## src/rtl/cdma_rx_scheduler_if.sv

```systemverilog
// Despreader link (rx bit in, code select out) and packed-word valid/ready stream.
// master = scheduler side, slave = despreader/CPU-FIFO side.
interface cdma_rx_scheduler_if #(
    parameter int BITS_PER_WORD = 8
);
    logic                     rx_data;
    logic                     rx_valid;
    logic                     user_select;
    logic [BITS_PER_WORD-1:0] word_data;
    logic                     word_user;
    logic                     word_valid;
    logic                     word_ready;

    modport master (
        input  rx_data, rx_valid, word_ready,
        output user_select, word_data, word_user, word_valid
    );

    modport slave (
        output rx_data, rx_valid, word_ready,
        input  user_select, word_data, word_user, word_valid
    );
endinterface

```

## src/rtl/cdma_rx_scheduler.sv

```systemverilog
// Time-shares a two-code despreader between users 0/1, packs bits per user (CDMA_SCHED_SYMCNT_EN adds symbol counters).
// Latency: a word is presented the cycle after its last bit arrives.
// Backpressure: one-entry output register; a word completing while it is held is dropped and flags overflow.
module cdma_rx_scheduler #(
    parameter int CHIPS_PER_SYM = 64,
    parameter int BITS_PER_WORD = 8
) (
    input  logic                       clk,
    input  logic                       rst,
    input  logic                       start,
    input  logic                       stop,
    input  logic [1:0]                 user_en,
    cdma_rx_scheduler_if.master        bus,
    output logic                       busy,
    output logic                       sync_err,
    output logic                       overflow,
    output logic [15:0]                sym_cnt0,
    output logic [15:0]                sym_cnt1
);
    localparam int CW  = (CHIPS_PER_SYM > 1) ? $clog2(CHIPS_PER_SYM) : 1;
    localparam int BCW = $clog2(BITS_PER_WORD + 1);
    localparam logic [CW-1:0]  CNT_LAST  = CW'(CHIPS_PER_SYM - 1);
    localparam logic [BCW-1:0] BITS_LAST = BCW'(BITS_PER_WORD - 1);

    typedef enum logic [1:0] {IDLE = 2'd0, SYNC = 2'd1, RUN = 2'd2, DRAIN = 2'd3} state_t;

    state_t                          state_q, state_d;
    logic [CW-1:0]                   cnt_q, cnt_d;
    logic                            user_select_q, user_select_d;
    logic                            prev_user_q, prev_user_d;
    logic [1:0][BITS_PER_WORD-1:0]   pk_dat_q, pk_dat_d;
    logic [1:0][BCW-1:0]             pk_cnt_q, pk_cnt_d;
    logic [BITS_PER_WORD-1:0]        word_data_q, word_data_d;
    logic                            word_user_q, word_user_d;
    logic                            word_valid_q, word_valid_d;
    logic                            sync_err_q, sync_err_d;
    logic                            overflow_q, overflow_d;
    logic [BITS_PER_WORD-1:0]        shifted;
    logic                            start_ok, wrap, capture, clr_pk, lowest_user;

    // stop beats start when both arrive together
    assign start_ok = (state_q == IDLE) && start && !stop && (user_en != 2'b00);
    assign wrap     = (cnt_q == CNT_LAST);

    always_comb begin
        state_d       = state_q;
        cnt_d         = cnt_q;
        user_select_d = user_select_q;
        prev_user_d   = prev_user_q;
        sync_err_d    = sync_err_q;
        overflow_d    = overflow_q;
        pk_dat_d      = pk_dat_q;
        pk_cnt_d      = pk_cnt_q;
        word_data_d   = word_data_q;
        word_user_d   = word_user_q;
        word_valid_d  = word_valid_q && !bus.word_ready;
        capture       = 1'b0;
        clr_pk        = 1'b0;
        lowest_user   = ~user_en[0];
        shifted       = {pk_dat_q[prev_user_q][BITS_PER_WORD-2:0], bus.rx_data};

        case (state_q)
            IDLE: begin
                if (start_ok) begin
                    state_d       = SYNC;
                    cnt_d         = '0;
                    user_select_d = lowest_user;
                    sync_err_d    = 1'b0;
                    overflow_d    = 1'b0;
                    clr_pk        = 1'b1;
                end
            end
            SYNC: begin
                user_select_d = lowest_user;
                if (stop) begin
                    state_d = IDLE;
                end else if (bus.rx_valid) begin
                    // the aligning bit belongs to no tracked symbol and is discarded
                    state_d = RUN;
                    cnt_d   = CW'(1);
                end
            end
            RUN, DRAIN: begin
                cnt_d = wrap ? '0 : cnt_q + 1'b1;
                if (bus.rx_valid != (cnt_q == '0)) begin
                    sync_err_d = 1'b1;
                    clr_pk     = 1'b1;
                    cnt_d      = '0;
                    state_d    = (state_q == DRAIN || stop) ? IDLE : SYNC;
                end else begin
                    if (bus.rx_valid) begin
                        capture = 1'b1;
                        if (state_q == DRAIN) state_d = IDLE;
                    end
                    // bit arriving at count 0 was despread with the code active before the wrap
                    if (wrap) begin
                        prev_user_d = user_select_q;
                        if (user_en == 2'b00) begin
                            state_d = IDLE;
                            clr_pk  = 1'b1;
                        end else if (user_en[~user_select_q]) begin
                            user_select_d = ~user_select_q;
                        end
                    end
                    if (stop && state_q == RUN && state_d == RUN) state_d = DRAIN;
                end
            end
            default: state_d = IDLE;
        endcase

        if (capture) begin
            if (pk_cnt_q[prev_user_q] == BITS_LAST) begin
                pk_dat_d[prev_user_q] = '0;
                pk_cnt_d[prev_user_q] = '0;
                if (word_valid_d) begin
                    overflow_d = 1'b1;
                end else begin
                    word_valid_d = 1'b1;
                    word_data_d  = shifted;
                    word_user_d  = prev_user_q;
                end
            end else begin
                pk_dat_d[prev_user_q] = shifted;
                pk_cnt_d[prev_user_q] = pk_cnt_q[prev_user_q] + 1'b1;
            end
        end
        if (clr_pk) begin
            pk_dat_d = '0;
            pk_cnt_d = '0;
        end
    end

    always_ff @(posedge clk or posedge rst) begin
        if (rst) begin
            state_q       <= IDLE;
            cnt_q         <= '0;
            user_select_q <= 1'b0;
            prev_user_q   <= 1'b0;
            pk_dat_q      <= '0;
            pk_cnt_q      <= '0;
            word_data_q   <= '0;
            word_user_q   <= 1'b0;
            word_valid_q  <= 1'b0;
            sync_err_q    <= 1'b0;
            overflow_q    <= 1'b0;
        end else begin
            state_q       <= state_d;
            cnt_q         <= cnt_d;
            user_select_q <= user_select_d;
            prev_user_q   <= prev_user_d;
            pk_dat_q      <= pk_dat_d;
            pk_cnt_q      <= pk_cnt_d;
            word_data_q   <= word_data_d;
            word_user_q   <= word_user_d;
            word_valid_q  <= word_valid_d;
            sync_err_q    <= sync_err_d;
            overflow_q    <= overflow_d;
        end
    end

`ifdef CDMA_SCHED_SYMCNT_EN
    logic [1:0][15:0] sym_cnt_q, sym_cnt_d;

    always_comb begin
        sym_cnt_d = sym_cnt_q;
        if (start_ok) begin
            sym_cnt_d = '0;
        end else if (capture && sym_cnt_q[prev_user_q] != 16'hFFFF) begin
            sym_cnt_d[prev_user_q] = sym_cnt_q[prev_user_q] + 16'd1;
        end
    end

    always_ff @(posedge clk or posedge rst) begin
        if (rst) sym_cnt_q <= '0;
        else     sym_cnt_q <= sym_cnt_d;
    end

    assign sym_cnt0 = sym_cnt_q[0];
    assign sym_cnt1 = sym_cnt_q[1];
`else
    assign sym_cnt0 = 16'h0000;
    assign sym_cnt1 = 16'h0000;
`endif

    assign bus.user_select = user_select_q;
    assign bus.word_data   = word_data_q;
    assign bus.word_user   = word_user_q;
    assign bus.word_valid  = word_valid_q;
    assign busy            = (state_q != IDLE);
    assign sync_err        = sync_err_q;
    assign overflow        = overflow_q;
endmodule

```

## src/flat_wrapper.sv

```systemverilog
// flat-port wrapper written by rule: the top's interface ports become plain ports
module cdma_rx_scheduler_flat 
#(
    parameter int CHIPS_PER_SYM = 64,
    parameter int BITS_PER_WORD = 8
)
  (clk, rst, start, stop, user_en, busy, sync_err, overflow, sym_cnt0, sym_cnt1, bus_rx_data, bus_rx_valid, bus_word_ready, bus_user_select, bus_word_data, bus_word_user, bus_word_valid);
  cdma_rx_scheduler_if #(.BITS_PER_WORD(BITS_PER_WORD)) bus_i ();
  input  logic clk;
  input  logic rst;
  input  logic start;
  input  logic stop;
  input  logic [1:0] user_en;
  output logic busy;
  output logic sync_err;
  output logic overflow;
  output logic [15:0] sym_cnt0;
  output logic [15:0] sym_cnt1;
  input wire logic [$bits(bus_i.rx_data)-1:0] bus_rx_data;
  input wire logic [$bits(bus_i.rx_valid)-1:0] bus_rx_valid;
  input wire logic [$bits(bus_i.word_ready)-1:0] bus_word_ready;
  output wire logic [$bits(bus_i.user_select)-1:0] bus_user_select;
  output wire logic [$bits(bus_i.word_data)-1:0] bus_word_data;
  output wire logic [$bits(bus_i.word_user)-1:0] bus_word_user;
  output wire logic [$bits(bus_i.word_valid)-1:0] bus_word_valid;
  assign bus_i.rx_data = bus_rx_data;
  assign bus_i.rx_valid = bus_rx_valid;
  assign bus_i.word_ready = bus_word_ready;
  assign bus_user_select = bus_i.user_select;
  assign bus_word_data = bus_i.word_data;
  assign bus_word_user = bus_i.word_user;
  assign bus_word_valid = bus_i.word_valid;
  cdma_rx_scheduler #(.CHIPS_PER_SYM(CHIPS_PER_SYM), .BITS_PER_WORD(BITS_PER_WORD)) u_core (.clk(clk), .rst(rst), .start(start), .stop(stop), .user_en(user_en), .bus(bus_i), .busy(busy), .sync_err(sync_err), .overflow(overflow), .sym_cnt0(sym_cnt0), .sym_cnt1(sym_cnt1));
endmodule
```

## config.mk

```make
export PLATFORM = sky130hd
export DESIGN_NAME = cdma_rx_scheduler_flat
export DESIGN_NICKNAME = d
export VERILOG_FILES = /design/src/rtl/cdma_rx_scheduler_if.sv /design/src/rtl/cdma_rx_scheduler.sv /design/src/flat_wrapper.sv
export SDC_FILE = /design/constraint.sdc
export NUM_CORES = 1
export LEC_CHECK = 0
export CAP_MARGIN = 15
export CORE_UTILIZATION = 40
export DETAILED_ROUTE_END_ITERATION = 7
export PLACE_DENSITY = 0.65
export RECOVER_POWER = 50
export REMOVE_ABC_BUFFERS = 1
export SYNTH_ARGS = -nofsm -noshare
export SYNTH_HDL_FRONTEND = slang
export SYNTH_SLANG_ARGS = --single-unit
```

## constraint.sdc

```tcl
create_clock -name clk -period 2.7 [get_ports clk]
set_input_delay 0.27 -clock clk [delete_from_list [all_inputs] [get_ports clk]]
set_output_delay 0.27 -clock clk [all_outputs]
set_load 0.1 [all_outputs]
```

# Word-level counts from Yosys, hierarchy flattened
# Cells that the tools add are included.
# word_totals
ff_bits	46
memories	0
input_bits	9
ramBits	0
rom_bits	0
latchBits	0
output_inout_bits	46
# classes
n_addsub	2
div_mod_pow	0
n_bitwise	8
reduce_logical	24
n_eq_ne	16
multipliers	0
shift	0
order_cmp	3
muxes	61
# ops
operator	count
16-bit two-way mux	3
8-bit two-way mux	4
6-bit two-way mux	5
1-bit two-way mux	24
2-bit two-way mux	11
6-bit case mux with 3 select lines	1
16-bit bitwise AND	1
16-bit bitwise mux	1
16-bit NOT	1
7-bit two-way mux	2
4-bit two-way mux	3
3-bit AND reduction	4
8-bit bitwise AND	1
8-bit bitwise mux	1
8-bit demux with 1-bit select	1
2-bit by 1-bit != test with 1-bit output (second input constant)	4
2-bit != test (second input constant)	4
8-bit NOT	1
2-bit nonzero test	4
1-bit logical AND	7
6-bit by 1-bit adder with 6-bit output (second input constant)	1
2-bit == test (second input constant)	3
6-bit == test (second input constant)	1
6-bit logical NOT	1
18 further kinds	25

# Depth between registers and ports, before layout
# logic_depth
depth_word	12
depth_mapped	9
mapped_depth_nobuf	8

# Worst setup path after synthesis
# No wires, ideal clock.
# synth_path
path_type	reg-to-reg
from	register u_core.prev_user_q
to	register u_core.word_data_q[0] (netlist: u_core.bus.word_data[0])
path_buffers	3
path_stages_with_launch	8
t_arrival_ns	2.000
setup_ns	0.126
period_less_slack_ns	2.126
path_slack_ns	0.574
cell_sequence	dfrtp_1 -> buf_2 -> buf_2 -> mux2_2 -> ha_1 -> clkbuf_1 -> o2111ai_2 -> mux2_2
# synth_via
elab_chain_cells	4
# synth_rtl
element	line	text
from (decl)	cdma_rx_scheduler.sv:30	logic prev_user_q, prev_user_d;
from (signal assigned)	cdma_rx_scheduler.sv:150	prev_user_q <= prev_user_d;
4-bit two-way mux (not written as such) (2 in series)	cdma_rx_scheduler.sv:112	if (pk_cnt_q[prev_user_q] == BITS_LAST) begin
4-bit by 3-bit == test with 1-bit output	cdma_rx_scheduler.sv:112	
3-bit AND reduction (no line)	--	
to (signal assigned)	cdma_rx_scheduler.sv:153	word_data_q <= word_data_d;
to (decl)	cdma_rx_scheduler.sv:33	logic [BITS_PER_WORD-1:0] word_data_q, word_data_d;
# Every way passes these cells. The select of a mux whose other input is x is not followed.
# A chain may end at the register's enable or synchronous reset.

# Final worst setup path
# layout_path
from	register u_core.cnt_q[4]
to	register u_core.word_data_q[0] (netlist: u_core.bus.word_data[0])
# layout_via
elab_chain_cells	5
# layout_rtl
element	line	text
from (decl)	cdma_rx_scheduler.sv:28	logic [CW-1:0] cnt_q, cnt_d;
from (signal assigned)	cdma_rx_scheduler.sv:148	cnt_q <= cnt_d;
6-bit logical NOT	cdma_rx_scheduler.sv:85	if (bus.rx_valid != (cnt_q == '0)) begin
1-bit != test	cdma_rx_scheduler.sv:85	
1-bit two-way mux	cdma_rx_scheduler.sv:85	
1-bit two-way mux	cdma_rx_scheduler.sv:62	case (state_q)
3-bit AND reduction (no line)	--	
# Every way passes these cells.

==> run summary <==
Status -> finished clean
Most common cell in the synthesized netlist -> dfrtp_1
Antenna viol nets, final -> 0
Setup_tns -> 0 ps
Synth cell types -> 45
Synthesized area per cell -> 9.386 sq um
# resized after CTS -> 0
Vias in the first global route -> 1682
Worst skew pair latency -> 300 ps
Pleak -> 1.208 nW
CTS tree -> yes
Largest net degree at the start of global routing -> 45
Die extent in x -> 81.45 um
Period utilization -> 0.8016
All-Layer GR Usage -> 0.1570
Final Hold Viols -> 0
ANT cells -> 0
P per Cell Area -> 814.9 nW/um^2
VDD IR-drop max -> 0.5533 mV
Dominant synthesized flop cell -> dfrtp_1
Root Driver -> clkbuf_8
Die area -> 6634 sq um
Worst hold slack -> 480.3 ps
DR vias/cell -> 5.075
Drc violations -> 0
Reg2Reg Depth -> 6
Synth top area share -> 0.4361
PortBufs -> 22
CP Class -> reg2reg
CP startpoint kind -> flip-flop
# Post-CTS Setup Buffers -> 0
Hold Path Class -> reg2reg
Dpl cells -> 354
Ports -> 55
Netlist Area Pre-Place -> 2525 sq um
CP max FO -> 16
Initial antenna violation count -> 0
Seq cells post-synth -> 44
DRT Wirelength -> 4.610 mm
Global-route wire length before repair -> 7.831 mm
Final nets -> 299
CP arrival -> 2350 ps
F_max -> 0.4620 GHz
H-tree Lvls -> 2
Post-DP HPWL -> 3.240 mm
FILL cells -> 595
# rows -> 28
Post-Synthesis Cells -> 269
DRT Pass-1 Iters -> 4
Vias -> 1837
R2r setup slk -> 540 ps
RSZ-0062 raised after global routing -> false
Fin cells -> 362
Placer Congestion -> 0.8316
Synth Warn # -> 0
Final setup violation count -> 0
Commonest cells post-synth -> dfrtp_1 (44), nand2_1 (37), buf_4 (35)
Max-slew violations -> 0
Syn-to-layout area delta -> 6.987%
CTS Sinks -> 44
Initial drt markers -> 123
Worst-Margin Slew -> 1172 ps
Share of cells above drive strength 1 -> 0.1115
Worst Setup SP -> u_core.cnt_q[4]
Top cells by area, synth -> dfrtp_1 (44%), buf_4 (10%), nand2_1 (5.5%)
CTS Buf Count -> 5
Post-synthesis async set-or-reset flop share -> 1.000
Worst Skew -> 11.17 ps
Hold Buf Count CTS -> 0
Routed len/inst -> 12.73 um
Min cycle time layout -> 2164 ps
Max cap viols -> 0
Worst Setup End Kind -> flip-flop
CP Data Required Time -> 2890 ps
Initial Util -> 0.4215
Die height -> 81.45 um
Clk slew on worst S/H paths -> 90 ps
Critical Path Sink -> u_core.bus.word_data[0]
GRT overflow -> 0
Slew margin rel. -> 0.2217
R2R Path Start -> u_core.cnt_q[4]
EDFF count, synth -> 0
Reg2Reg Capture Point -> u_core.bus.word_data[0]
Post-synthesis sequential area ratio -> 0.4361
Clock tree buffer depth -> 2
Top cell type by total area after synthesis -> dfrtp_1
Core ar. -> 5991 sq um
-- registers in the layout (all words and copies together), names as in the netlist --
register	cells
u_core.pk_dat_q	14
u_core.bus.word_data	8
u_core.pk_cnt_q	8
u_core.cnt_q	6
u_core.state_q	2
u_core.bus.user_select	1
u_core.bus.word_user	1
u_core.bus.word_valid	1
u_core.overflow	1
u_core.prev_user_q	1
u_core.sync_err	1
-- cell usage in the layout (no fill, tap or decap), types with 4 or more instances in the layout --
cell,n
o21ai_0,12
inv_1,5
mux2i_1,8
nand2b_1,5
clkbuf_1,7
conb_1,32
ha_1,4
nand3_1,18
nand2_1,37
dfrtp_1,44
nor2_1,13
buf_4,9
and2_1,4
a21oi_1,22
mux2_2,6
clkdlybuf4s50_1,7
clkbuf_8,5
-- power by group --
part,total (mW),switching (mW),internal (mW),leakage (nW)
clock,0.522,0.243,0.279,0.0548
combinational,0.880,0.645,0.235,0.548
sequential,0.799,0.0765,0.723,0.605
total,2.20,0.965,1.24,1.21
-- metrics by stage --
| stage | power (mW) | util | instance area, sq um | worst slack, ps |
|---|---|---|---|---|
| detailed placement | 1.700 | 0.4365 | 2615 | 505.5 |
| global route | 2.318 | 0.4509 | 2701 | 270.5 |
| finish | 2.201 | 0.4509 | 2701 | 535.7 |
| CTS | 2.223 | 0.4557 | 2730 | 507.4 |
| global placement | 1.693 | 0.4365 | 2615 | 557.4 |
| floorplan | 1.525 | - | 2313 | 591.6 |
-- cells by family after synthesis --
kind of cell / after synthesis / synth area share
and+or+nand+nor: 96 / 0.1898
AOI/OAI and AO/OA: 56 / 0.1467
buffers and inverters: 51 / 0.1373
DFF: 44 / 0.4361
muxes: 14 / 0.05847
adders and majority gates: 4 / 0.01982
xor gates and xnor gates: 3 / 0.01041
other: 1 / 0.001485
-- layer usage --
layer	part of all wire	wire, um	vias up	track usage
met4	0.017	79	0	0.07857
met1	0.46	2142	875	0.2013
li1	-	-	907	-
met2	0.48	2199	46	0.2558
met5	0	0	-	0
met3	0.041	189	9	0.02556
-- worst min path at each step --
stage | from | to | slack (ps) | cells past startpoint
final | u_core.bus.word_data[7] | u_core.bus.word_data[7] | 480 | 2
after global routing | u_core.bus.word_data[4] | u_core.bus.word_data[4] | 520 | 2
after CTS | rst | u_core.bus.word_user | 430 | 3
after detailed placement | u_core.bus.word_data[1] | u_core.bus.word_data[1] | 470 | 2
after global placement | u_core.overflow | u_core.overflow | 460 | 2
after floorplan | bus_rx_data | u_core.pk_dat_q[0] | 410 | 2
-- worst max-delay path, cell delays in order (launching register included) --
cell and delay, ps:
dfrtp_1 480, nor4_1 240, and2_1 170, ha_1 200, and2_1 170, o2111ai_2 380
mux2_2 410
-- final cells by class --
class	count	area, sq um	share of cell area
well taps	75	93.84	0.03474
flip-flops and latches	44	1101	0.4076
clock buffers	5	68.82	0.02547
clock inverters	3	46.29	0.01714
inverters	5	18.77	0.006948
repair buffers	25	178.9	0.06623
multi-input cells	205	1194	0.4419
Note: power is estimated with default switching activity, not from simulation.
